<file path="config.mk">
export PLATFORM = sky130hd
export DESIGN_NAME = sp_ram_arb
export DESIGN_NICKNAME = d
export VERILOG_FILES = /design/src/rtl/sp_ram_arb.sv
export SDC_FILE = /design/constraint.sdc
export NUM_CORES = 1
export LEC_CHECK = 0
export BUFFER_PORTS_ARGS = -buffer_cell sky130_fd_sc_hd__buf_2
export CAP_MARGIN = 0
export CORE_AREA = 5 5 112 114
export CTS_CLUSTER_DIAMETER = 80
export DETAILED_ROUTE_END_ITERATION = 8
export DIE_AREA = 0 0 117 119
export GPL_ROUTABILITY_DRIVEN = 0
export HOLD_SLACK_MARGIN = 0.06
export PLACE_DENSITY = 0.45
export SYNTH_ARGS = -nofsm -noshare
export SYNTH_HDL_FRONTEND = slang
export SYNTH_SLANG_ARGS = --single-unit
</file>
<file path="constraint.sdc">
create_clock -name clk -period 1.3 [get_ports clk]
set_input_delay 0 -clock clk [delete_from_list [all_inputs] [get_ports clk]]
set_output_delay 0 -clock clk [all_outputs]
set_load 0.1 [all_outputs]
</file>
<file path="src/rtl/sp_ram_arb.sv">
// Two-master round-robin request/grant front end for sp_ram_wrap.
// One RAM access per cycle; per-port response (rvalid/err/rdata) one cycle after grant.
module sp_ram_arb #(
    parameter int          RAM_SIZE   = 32768,
    parameter int          ADDR_WIDTH = $clog2(RAM_SIZE),
    parameter int          DATA_WIDTH = 32,
    parameter logic [31:0] BASE_ADDR  = 32'h0010_0000
) (
    input  logic                    clk,
    input  logic                    rst_i,

    input  logic                    p0_req_i,
    input  logic [31:0]             p0_addr_i,
    input  logic                    p0_we_i,
    input  logic [DATA_WIDTH/8-1:0] p0_be_i,
    input  logic [DATA_WIDTH-1:0]   p0_wdata_i,
    output logic                    p0_gnt_o,
    output logic                    p0_rvalid_o,
    output logic                    p0_err_o,
    output logic [DATA_WIDTH-1:0]   p0_rdata_o,

    input  logic                    p1_req_i,
    input  logic [31:0]             p1_addr_i,
    input  logic                    p1_we_i,
    input  logic [DATA_WIDTH/8-1:0] p1_be_i,
    input  logic [DATA_WIDTH-1:0]   p1_wdata_i,
    output logic                    p1_gnt_o,
    output logic                    p1_rvalid_o,
    output logic                    p1_err_o,
    output logic [DATA_WIDTH-1:0]   p1_rdata_o,

    input  logic                    bypass_i,
    output logic                    ram_en_o,
    output logic [ADDR_WIDTH-1:0]   ram_addr_o,
    output logic [DATA_WIDTH-1:0]   ram_wdata_o,
    output logic                    ram_we_o,
    output logic [DATA_WIDTH/8-1:0] ram_be_o,
    output logic                    ram_bypass_o,
    input  logic [DATA_WIDTH-1:0]   ram_rdata_i
);

    localparam int BE_W = DATA_WIDTH / 8;

    function automatic logic in_range(input logic [31:0] a);
        return a[31:ADDR_WIDTH] == BASE_ADDR[31:ADDR_WIDTH];
    endfunction

    logic                  prio_q;
    logic                  rvalid_q;
    logic                  err_q;
    logic                  rid_q;
    logic                  rd_q;

    logic                  gnt0;
    logic                  gnt1;
    logic                  gnt_any;
    logic                  sel;
    logic [31:0]           addr;
    logic                  we;
    logic [BE_W-1:0]       be;
    logic [DATA_WIDTH-1:0] wdata;
    logic                  hit;

    // Arbitration: a lone request wins outright, contention goes to prio_q.
    always_comb begin
        gnt0 = 1'b0;
        gnt1 = 1'b0;
        if (!rst_i) begin
            if (p0_req_i && p1_req_i) begin
                gnt0 = ~prio_q;
                gnt1 = prio_q;
            end else begin
                gnt0 = p0_req_i;
                gnt1 = p1_req_i;
            end
        end
    end

    assign gnt_any = gnt0 | gnt1;
    assign sel     = gnt1;
    assign addr    = sel ? p1_addr_i  : p0_addr_i;
    assign we      = sel ? p1_we_i    : p0_we_i;
    assign be      = sel ? p1_be_i    : p0_be_i;
    assign wdata   = sel ? p1_wdata_i : p0_wdata_i;
    assign hit     = gnt_any & in_range(addr);

    assign p0_gnt_o     = gnt0;
    assign p1_gnt_o     = gnt1;
    assign ram_en_o     = hit;
    assign ram_we_o     = hit & we;
    assign ram_be_o     = hit ? be : '0;
    assign ram_addr_o   = addr[ADDR_WIDTH-1:0];
    assign ram_wdata_o  = wdata;
    assign ram_bypass_o = bypass_i;

    // Response stage: remembers who was granted and whether data comes back from the RAM.
    always_ff @(posedge clk) begin
        if (rst_i) begin
            prio_q   <= 1'b0;
            rvalid_q <= 1'b0;
            err_q    <= 1'b0;
            rid_q    <= 1'b0;
            rd_q     <= 1'b0;
        end else begin
            rvalid_q <= gnt_any;
            err_q    <= gnt_any & ~in_range(addr);
            rd_q     <= hit & ~we;
            if (gnt_any) begin
                prio_q <= ~sel;
                rid_q  <= sel;
            end
        end
    end

    assign p0_rvalid_o = ~rst_i & rvalid_q & ~rid_q;
    assign p1_rvalid_o = ~rst_i & rvalid_q & rid_q;
    assign p0_err_o    = p0_rvalid_o & err_q;
    assign p1_err_o    = p1_rvalid_o & err_q;
    assign p0_rdata_o  = (p0_rvalid_o & rd_q) ? ram_rdata_i : '0;
    assign p1_rdata_o  = (p1_rvalid_o & rd_q) ? ram_rdata_i : '0;

endmodule

</file>
* After elaboration in Yosys (flattened, before gate mapping) *
Cells that the tools add are included.

storage, ports and cells
  register bits = 5
  input bits = 175

operators by class
  equal/unequal tests = 1
  multiplexer cells = 11
  bitwise gates (word level) = 18
  reductions and logical operators = 1

operators with widths
  kind                                                                     number
  32-bit 2-to-1 mux                                                        4
  17-bit by 6-bit equality test with 1-bit output (second input constant)  1
  1-bit bitwise AND                                                        11
  4-bit 2-to-1 mux                                                         2
  1-bit NOT                                                                6
  1-bit 2-to-1 mux                                                         5
  1-bit logical AND                                                        1
  1-bit OR                                                                 1

* Logic depth before layout (Yosys ltp) *
Gate-level depths: netlist (run 1).

  depth after elaboration = 7
  depth in mapped cells = 7
  gate-level depth less buffers = 5

* Least setup slack after synthesis (run 1) *
Ideal clock, no wire load.

  path type = register -> output
  from = reg rid_q
  to = out p0_rdata_o[23]
  arrival = 2.515 ns
  setup slack = -1.215 ns
  stages on the path, launching flop included = 4
  path buffers = 1
  path through = dfxtp_1 > nor3b_2 > clkbuf_1 > and3_1

on the way
  longest elaborated chain between the ends = 4

RTL lines
  what                    line  text
  from (decl)             51    logic rid_q;
  from (signal assigned)  110   rid_q <= sel;
  1-bit NOT               115   assign p0_rvalid_o = ~rst_i & rvalid_q & ~rid_q;
  1-bit bitwise AND       115
  named net p0_rvalid_o   18    output logic p0_rvalid_o,
  1-bit bitwise AND       119   assign p0_rdata_o = (p0_rvalid_o & rd_q) ? ram_rdata_i : '0;
  32-bit 2-to-1 mux       119
  to (decl)               20    output logic [DATA_WIDTH-1:0] p0_rdata_o,

The timed path passes the listed nets, and every way through them passes these cells.

* Final worst setup path (run 1) *
  from = reg prio_q
  to = out ram_be_o[0]

on the way
  longest elaborated chain between the ends = 6
  elaborated cells between the ends (all ways) = 11
  classes of those cells = 1 x eq/ne; 7 x mux; 3 x bitwise

RTL lines
  what                                                                         line    text
  from (decl)                                                                  48      logic prio_q;
  from (signal assigned)                                                       109     prio_q <= ~sel;
  1-bit 2-to-1 mux or 1-bit NOT (tied branches)                                69, 70
  1-bit 2-to-1 mux, on equally long branches                                   68, 69
  32-bit 2-to-1 mux or 1-bit 2-to-1 mux (tied branches)                        81, 68
  17-bit by 6-bit equality test with 1-bit output or 1-bit OR (tied branches)  45, 79
  1-bit bitwise AND                                                            85      assign hit = gnt_any & in_range(addr);
  4-bit 2-to-1 mux *                                                           91      assign ram_be_o = hit ? be : '0;
  to (decl)                                                                    37      output logic [DATA_WIDTH/8-1:0] ram_be_o,

Mark *: on every way between the ends. The rest lies on a longest branch, timed or not.

==> results of run 1 <==
worst max-delay path, stage by stage, from the launching register on:
cell and delay (ns):
dfxtp_2 0.34, nand2b_4 0.15, nand3b_1 0.12, o22a_4 0.34
a21oi_4 0.17, buf_12 0.19
what timing repair did:
action | CTS | global route
hold endpoints to repair | 2 | 0
setup endpoints to repair | 121 | 122
buffers inserted | 6 | 4
cloned | 3 | 2
pin swaps | 20 | 12
gates resized for setup | 44 | 9
hold buffers | 2 | 0
routing by layer:
metal | track usage | vias to the layer above | routed length (um)
met5 | 0 | - | 0
met4 | 0.0315 | 0 | 81
met3 | 0.0583 | 4 | 1510
met2 | 0.300 | 176 | 6270
met1 | 0.147 | 1401 | 3840
li1 | - | 1555 | -
power by group through the flow:
stage	clock network (uW)	logic (uW)	registers, uW
after detailed placement	0	2330	172
after global routing	535	2490	171
after floorplan	0	1360	171
after global placement	0	2310	171
final	513	2400	169
after CTS	525	2410	169
final timing paths:
check | endpoint | slack, ns | cells after the start | from
hold reg to reg | rid_q$_SDFFE_PP0P_ | 0.57 | 2 | rid_q$_SDFFE_PP0P_
setup / recovery | ram_be_o[0] | -0.24 | 5 | prio_q$_SDFFE_PP0P_
setup reg to reg | rd_q$_SDFF_PP0_ | 0.01 | 6 | prio_q$_SDFFE_PP0P_
hold / removal | rid_q$_SDFFE_PP0P_ | 0.09 | 3 | p1_req_i
placed cells by master (no fill, tap or decap), drive strengths merged:
cell type / synthesis / layout
nor4b: 2 / 2
diode: 0 / 1
nand3b: 1 / 1
nor3b: 1 / 1
nor2b: 2 / 2
and3: 64 / 64
mux2i: 1 / 1
nand4: 1 / 1
clkbuf: 12 / 5
o2111ai: 1 / 1
nand2: 151 / 151
o21bai: 1 / 1
and3b: 2 / 2
nand3: 1 / 1
nand2b: 4 / 4
nor3: 2 / 2
o22a: 1 / 1
and2: 2 / 2
o21ba: 1 / 1
clkinv: 0 / 1
dfxtp: 5 / 5
o21ai: 1 / 1
dlygate4sd3: 0 / 2
clkinvlp: 0 / 1
buf: 14 / 324
inv: 2 / 1
a21oi: 6 / 6
nor2: 5 / 5
nor4: 4 / 4
through the flow:
| stage | setup slack [ns] | power (uW) |
|---|---|---|
| final | -0.243 | 3080 |
| after global routing | -0.307 | 3200 |
| after CTS | -0.251 | 3100 |
| after detailed placement | -0.0614 | 2510 |
| after global placement | -0.0430 | 2480 |
| after floorplan | -0.161 | 1530 |
logic make-up (layout without fill, tap and decap cells):
group           after synthesis  count (layout)  share of synthesized area
mux                           1               1                    0.00684
simple gates                242             242                      0.782
other cells                   0               1                          0
buf+inv                      28             334                     0.0949
compound gates               11              11                     0.0479
flops                         5               5                     0.0684
cell type report:
type / instances / area [um^2]
clock inverter: 1 / 5.00
inverter: 2 / 16.3
antenna: 1 / 2.50
clock buffer: 3 / 75.1
sequential: 5 / 104
fill: 1005 / 5160
tap: 143 / 179
timing repair buffer: 328 / 3780
multi-input combinational: 254 / 1990
state kept, by name, summed over array words and instances, names as in the netlist:
| signal | flops |
|---|---|
| err_q | 1 |
| prio_q | 1 |
| rd_q | 1 |
| rid_q | 1 |
| rvalid_q | 1 |
==> results_dict.tcl, run 1 <==
set metrics [dict create \
    status "finished with violations" \
    violations "setup timing" \
    setup_tns_ns -18.46 \
    fin_cells 737 \
    yosysMostFrequentCell "nand2_1" \
    die-area_um2 13900 \
    dp.cells 716 \
    synth_warnings 0 \
    syn_inst 287 \
    p_leak_uw 0.00289 \
    ys_seq_area_frac 0.0684 \
    synth-main-ff-cell "dfxtp_1" \
    numClockSinks 5 \
    wl_um 11700 \
    fin_nets 769 \
    critical_path_arrival_ns 1.54 \
    cts_tree "built" \
    seqPwrFrac 0.055 \
    overflow 0 \
    yosysTopAreaCellShare 0.387 \
    vias 3136 \
    hpwlAfterDp_um 10000 \
    final.setup.worst_slack_ns -0.243 \
    startpoint_type "register" \
    wl_per_cell_um 15.9 \
    ios 299 \
    p_per_area_nw_per_um2 500 \
    rsz0062_at_grt "true" \
    pwr-share-comb 0.778 \
    cts_max_path_buffers 2 \
    synth_common_cells "nand2_1, and3_1, clkbuf_1, buf_2, a21oi_1" \
    final-hold-violation-count 0 \
    fmax_ghz 0.648 \
    drive_gt1_frac 0.811 \
    place_area_um2 5700 \
    viasPerCell 4.26 \
    slew_headroom 0.347 \
    cts_buffers 3 \
    hp-class "primary input to register" \
    grt_pass1_vias 3322 \
    worst_ep_required_time_ns 1.30 \
    grt_use_total 0.153 \
    grt_pass1_wl_um 17000 \
    ys_async_sr_fraction 0 \
    slew_violations 0 \
    worstMarginPinSlew_ns 0.977 \
    critPathMaxFanout 7 \
    utilization 0.544 \
    swShare 0.518 \
    path_class "register to primary output" \
    clockRootBuffer "clkbuf_16" \
    drv_cap 0 \
    layout-area-overhead-vs-synth_pct 321 \
    min_period_ns 1.54 \
    synth_largest_area_cell "nand2_1" \
    finClkSkew_ns 0.00341 \
    die_h_um 119 \
    core_area_um2 11300 \
    clkSlewWorstSetupHoldPaths_ns 0.04 \
    p_sw_uw 1600 \
    grt_antenna_before_repair 1 \
    portBuffers 296 \
    first_pass_iters 4 \
    postRouteAntennaNets 0 \
    avgSynthCellArea_um2 5.10 \
    initial_core_util 0.129 \
    fp.dieW_um 117 \
    drc_errors 0 \
    vdd_drop_max_mv 0.354 \
    grt_max_degree 65 \
    netlist_area_um2 1460 \
    netlist_top_cells_area "nand2_1, and3_1, dfxtp_1" \
    synth_seq_cells 5 \
    pwr-share-clk 0.166 \
    worstSkewPairLatency_ns 0.23 \
    ctsHtreeMaxLevel 1 \
    final_area_um2 6160 \
    synth_cell_types 29 \
    fin_crit_sh 1.19 \
    finalSetupViolCount 119 \
    drtIter0Drc 84 \
    synth_nets 462 \
    end_kind "primary output" \
    synth_enable_flop_cells 0 \
    internal_power_uw 1480 \
    hold_slack_ns 0.0855 \
    row_count 39 \
]
No activity file was read; power rests on OpenSTA's default activity.
==> run 2: changes to the inputs <==
- clock period: 1.3 -> 1.6 ns (I/O delays scaled with it)
==> run 2 against run 1 <==
Net effect:
- clock skew fell by 0.0018 ns
- combinational power fell by 25%
- global-route usage fell by 0.19 points
- critical endpoint is now ram_be_o[2]
- sequential power fell by 19%
- the flow now finishes without violations
- routed wire length fell by 4.1%
- via count fell by 4.3%
- register-to-register slack improved by 0.38 ns
- critical path type unchanged
- die area did not move
- core utilization fell by 6.7 points
- clock-buffer cell count rose by 1
- largest power group unchanged
==> results_dict.tcl, run 2 (synthesis results as in run 1) <==
set metrics [dict create \
    critical_path_arrival_ns 1.56 \
    die-area_um2 13900 \
    grt_pass1_wl_um 16600 \
    clkSlewWorstSetupHoldPaths_ns 0.03 \
    grt_antenna_before_repair 1 \
    finClkSkew_ns 0.00160 \
    p_per_area_nw_per_um2 434 \
    slew_headroom 0.342 \
    cpPeakStageDelay_ns 0.32 \
    cts_buffers 3 \
    die_h_um 119 \
    cp_num_buf_inv 2 \
    min-delay-start "p0_req_i" \
    initial_core_util 0.129 \
    wl_um 11200 \
    seqPwrFrac 0.059 \
    hold_slack_ns 0.102 \
    pwr-share-comb 0.765 \
    crit_family "compound AO/OA/AOI/OAI gates" \
    first_pass_iters 4 \
    crit_slowest_cell "dfxtp_2" \
    grt_use_met2 0.280 \
    cts_max_path_buffers 2 \
    drc_errors 0 \
    fin_nets 753 \
    worstSkewPairLatency_ns 0.23 \
    pwr-share-clk 0.176 \
    critPathMaxFanout 7 \
    numClockSinks 5 \
    viasPerCell 4.17 \
    vdd_drop_max_mv 0.282 \
    clockRootBuffer "clkbuf_16" \
    p_leak_uw 0.00279 \
    vias 3002 \
    core_area_um2 11300 \
    r2r-start "prio_q$_SDFFE_PP0P_" \
    fmax_ghz 0.641 \
    worstMarginPinSlew_ns 0.984 \
    worst_hold_path.endpoint "prio_q$_SDFFE_PP0P_" \
    ff2ff_setup_slack_ns 0.39 \
    overflow 0 \
    reg2reg_depth 5 \
    cpMostUsedCell "buf_12" \
    startpoint_type "register" \
    num-fill-cells 1083 \
    finalSetupViolCount 0 \
    hp-class "primary input to register" \
    fp.dieW_um 117 \
    path_class "register to primary output" \
    row_count 39 \
    final_cell_mix "buf_2, buf_12, nand2_1" \
    drive_gt1_frac 0.735 \
    slew_violations 0 \
    postRouteAntennaNets 0 \
    swShare 0.522 \
    end_kind "primary output" \
    drtIter0Drc 98 \
    grt_pass1_vias 3009 \
    status "complete, no violations" \
    top_usage_layer "met2" \
    final-hold-violation-count 0 \
    cts_tree "built" \
    rsz0062_at_grt "true" \
    grt.met3_usage 0.0370 \
    ios 299 \
    path_cells "nor2b_2, o2111ai_2, o22a_1, buf_12, a21oi_4, buf_12" \
    layout-area-overhead-vs-synth_pct 269 \
    holdPathStages 3 \
    internal_power_uw 1120 \
    grt_max_degree 65 \
    final_common_cell "buf_2" \
    wl_per_cell_um 15.6 \
    worst_ep_required_time_ns 1.60 \
    reg2reg_to "rd_q$_SDFF_PP0_" \
    setup_tns_ns 0 \
    met1_usage 0.174 \
    drv_cap 0 \
    p_sw_uw 1220 \
    portBuffers 296 \
    grt_use_total 0.151 \
    ctsHtreeMaxLevel 1 \
    fin_crit_sh 0.975 \
    min_period_ns 1.56 \
    hpwlAfterDp_um 10100 \
    insertedDiodeCount 0 \
]
[run 2: cell count changes in the layout (fill, tap and decap cells not counted), sizes merged]
cell / change
diode: -1
buf: -14
clkinv: -1
inv: +1
clkinvlp: -1
clkbuf: -1
[run 2: layout make-up]
class	instances	area [um^2]	area share
sequential	5	101	0.0188
inverter	2	10.0	0.00185
multi-input combinational	254	1500	0.278
timing repair buffer	312	3530	0.653
tap	143	179	0.0332
clock buffer	4	78.8	0.0146
[run 2: power groups by stage]
stage / sequential (uW) / clock [uW] / combinational [uW]
2_1_floorplan: 137 / 0 / 1010
3_3_place_gp: 138 / 0 / 1770
3_5_place_dp: 139 / 0 / 1780
4_1_cts: 138 / 422 / 1810
5_1_grt: 138 / 430 / 1870
6_report: 137 / 413 / 1790
[run 2: timing repair]
action | 4_1_cts | 5_1_grt
hold buffers | 2 | 0
resized for setup | 7 | 1
endpoints found under the setup margin | 7 | 6
setup buffers | 0 | 2
pin swaps | 2 | 3
endpoints found under the hold margin | 3 | 0
[run 2: worst min-delay path, cell delays in order]
cell and delay (ns):
buf_2 0.13, nand2b_4 0.09, a21oi_1 0.06
[run 2: per-layer routing]
layer | wire, um | vias to the layer above
met5 | 20 | -
met4 | 77 | 2
met3 | 1190 | 6
met2 | 5780 | 178
met1 | 4150 | 1303
li1 | - | 1513
[run 2: how the worst max path moves through the flow]
| stage | start | end | slack [ns] | depth (start not counted) |
|---|---|---|---|---|
| after floorplan | prio_q$_SDFFE_PP0P_ | ram_be_o[0] | -0.24 | 4 |
| final | prio_q$_SDFFE_PP0P_ | ram_be_o[2] | 0.04 | 6 |
| after detailed placement | p0_addr_i[15] | ram_be_o[3] | -0.13 | 8 |
| after global routing | prio_q$_SDFFE_PP0P_ | ram_be_o[2] | -0.05 | 6 |
| after CTS | prio_q$_SDFFE_PP0P_ | ram_be_o[2] | 0.02 | 6 |
| after global placement | p0_addr_i[15] | ram_be_o[3] | -0.19 | 8 |
[run 2: stage by stage]
stage	instance area (um^2)	power (uW)	cells	worst slack, ns	utilization
finish	5400	2340	720	0.0400	0.477
floorplan	1700	1150	287	-0.238	-
global route	5400	2430	720	-0.0465	0.477
detailed placement	5240	1920	712	-0.135	0.463
global placement	5240	1910	712	-0.192	0.463
CTS	5380	2370	718	0.0180	0.475
==> run 3: changes to the inputs <==
- CORE_AREA: 5 5 112 114 -> 2 2 117 119
- DIE_AREA: 0 0 117 119 -> 0 0 119 121
- PLACE_DENSITY: 0.45 -> 0.41
- RECOVER_POWER: not set -> 100
- clock period: 1.6 -> 1.4 ns (I/O delays scaled with it)
==> run 3 against run 2 <==
Net effect:
- cell area is 30% higher
- routed wire length is 17% higher
- flip-flop and latch count stayed put
- sequential share of layout area shrank 0.36 points
- core utilization rose by 5.8 points
- the run now ends with setup timing left
- final cell count increased by 9.4%
- via count rose by 11%
- power rose by 34%
- largest power group unchanged
- register-to-register slack got worse by 0.32 ns
==> results_dict.tcl, run 3 (synthesis results as in run 1) <==
set metrics [dict create \
    numClockSinks 5 \
    crit_family "buffers and inverters" \
    overflow 0 \
    clockRootBuffer "clkbuf_16" \
    slew_headroom 0.353 \
    die_h_um 121 \
    postRouteAntennaNets 0 \
    swShare 0.517 \
    critical_path_arrival_ns 1.58 \
    fp.dieW_um 119 \
    grt_use_total 0.167 \
    final_area_um2 6990 \
    path_cells "nand2b_4, nand2b_4, buf_12, mux2i_2, buf_4, nor2_4, buf_12" \
    final.setup.worst_slack_ns -0.177 \
    critPathMaxFanout 8 \
    utilization 0.534 \
    insertedDiodeCount 0 \
    pwr-share-clk 0.150 \
    core_area_um2 13100 \
    vias 3333 \
    min_period_ns 1.58 \
    seq_area_um2 106 \
    final_common_cell "buf_2" \
    drtIter0Drc 95 \
    multi_input_area_um2 2450 \
    grt_antenna_before_repair 0 \
    worst_ep_required_time_ns 1.40 \
    ctsHtreeMaxLevel 1 \
    cts_max_path_buffers 2 \
    vdd_drop_max_mv 0.370 \
    finalSetupViolCount 117 \
    grt_max_degree 65 \
    seqPwrFrac 0.050 \
    rsz0062_at_grt "true" \
    reg2reg_depth 6 \
    cpPeakStageDelay_ns 0.32 \
    p_sw_uw 1620 \
    cp_num_buf_inv 3 \
    num-fill-cells 1108 \
    portBuffers 296 \
    cts_tree "built" \
    final_cell_mix "buf_2, buf_12, nand2_4" \
    grt_pass1_wl_um 18900 \
    final-hold-violation-count 0 \
    r2r-start "prio_q$_SDFFE_PP0P_" \
    end_kind "primary output" \
    internal_power_uw 1510 \
    place_area_um2 5470 \
    first_pass_iters 4 \
    row_count 42 \
    finClkSkew_ns 0.000779 \
    ios 299 \
    wl_um 13100 \
    fin_crit_sh 1.13 \
    cts_buffers 3 \
    wl_per_cell_um 16.6 \
    fin_nets 788 \
    layout-area-overhead-vs-synth_pct 378 \
    grt_pass1_vias 3491 \
    holdPathStages 3 \
    path_class "register to primary output" \
    setup_tns_ns -10.29 \
    worstMarginPinSlew_ns 0.967 \
    drv_cap 0 \
    slew_violations 0 \
    dp.cells 751 \
    worst_hold_path.endpoint "rid_q$_SDFFE_PP0P_" \
    hpwlAfterDp_um 9480 \
    fin_cells 788 \
    violations "setup timing" \
    pre_cts_ws_ns -0.309 \
    viasPerCell 4.23 \
    worstSkewPairLatency_ns 0.23 \
    pwr-share-comb 0.799 \
    min-delay-start "p1_req_i" \
    crit_slowest_cell "dfxtp_2" \
    status "finished with violations" \
    clkSlewWorstSetupHoldPaths_ns 0.03 \
    fmax_ghz 0.634 \
    die-area_um2 14400 \
    p_per_area_nw_per_um2 448 \
    reg2reg_to "rd_q$_SDFF_PP0_" \
    startpoint_type "register" \
    hp-class "primary input to register" \
    p_leak_uw 0.00335 \
    drive_gt1_frac 0.923 \
    initial_core_util 0.112 \
    drc_errors 0 \
    ff2ff_setup_slack_ns 0.07 \
]
==> run 3: stage by stage <==
stage          power [uW]  hold slack, ns
6_report             3130          0.0804
5_1_grt              3250          0.0871
4_1_cts              3090          0.0757
3_5_place_dp         2250         0.00178
3_3_place_gp         2230         0.00178
2_1_floorplan        1350          0.0617
==> run 3: worst max path at each step <==
stage / startpoint / to / slack (ns) / cells after the start
after floorplan: rid_q$_SDFFE_PP0P_ / p0_rdata_o[23] / -0.19 / 3
after detailed placement: p0_addr_i[15] / ram_be_o[1] / -0.31 / 6
final: prio_q$_SDFFE_PP0P_ / ram_we_o / -0.18 / 7
after global placement: p0_addr_i[15] / ram_be_o[3] / -0.31 / 6
after CTS: prio_q$_SDFFE_PP0P_ / ram_be_o[1] / -0.20 / 5
after global routing: prio_q$_SDFFE_PP0P_ / ram_we_o / -0.23 / 7
==> run 3: final cells by class <==
type / instances / area share
well taps: 176 / 0.0315
clock buffers: 4 / 0.0113
repair buffers: 347 / 0.589
inverters: 2 / 0.00340
flip-flops and latches: 5 / 0.0152
multi-input cells: 254 / 0.350
==> run 3: per-layer routing <==
layer,vias to the layer above,track usage,routed length [um]
li1,1593,-,-
met5,-,0,0
met1,1554,0.166,4320
met4,0,0.0246,51
met2,184,0.355,7730
met3,2,0.0329,975
==> run 3: worst min-delay path, stage by stage <==
cell	delay, ns
buf_2	0.13
nand2_1	0.08
a21oi_1	0.06
==> run 3: power by group through the flow <==
| stage | registers, uW | logic [uW] | clock network [uW] |
|---|---|---|---|
| after floorplan | 158 | 1190 | 0 |
| after global placement | 159 | 2070 | 0 |
| after detailed placement | 160 | 2090 | 0 |
| after CTS | 159 | 2450 | 482 |
| after global routing | 160 | 2590 | 499 |
| final | 158 | 2500 | 470 |
==> run 3: timing repair <==
action                     CTS  global route
setup endpoints to repair  105           121
gates cloned                11             3
setup buffers               19             9
hold endpoints to repair     3             0
pin swaps                  129            62
hold buffers                 2             0
resized for setup          203            75
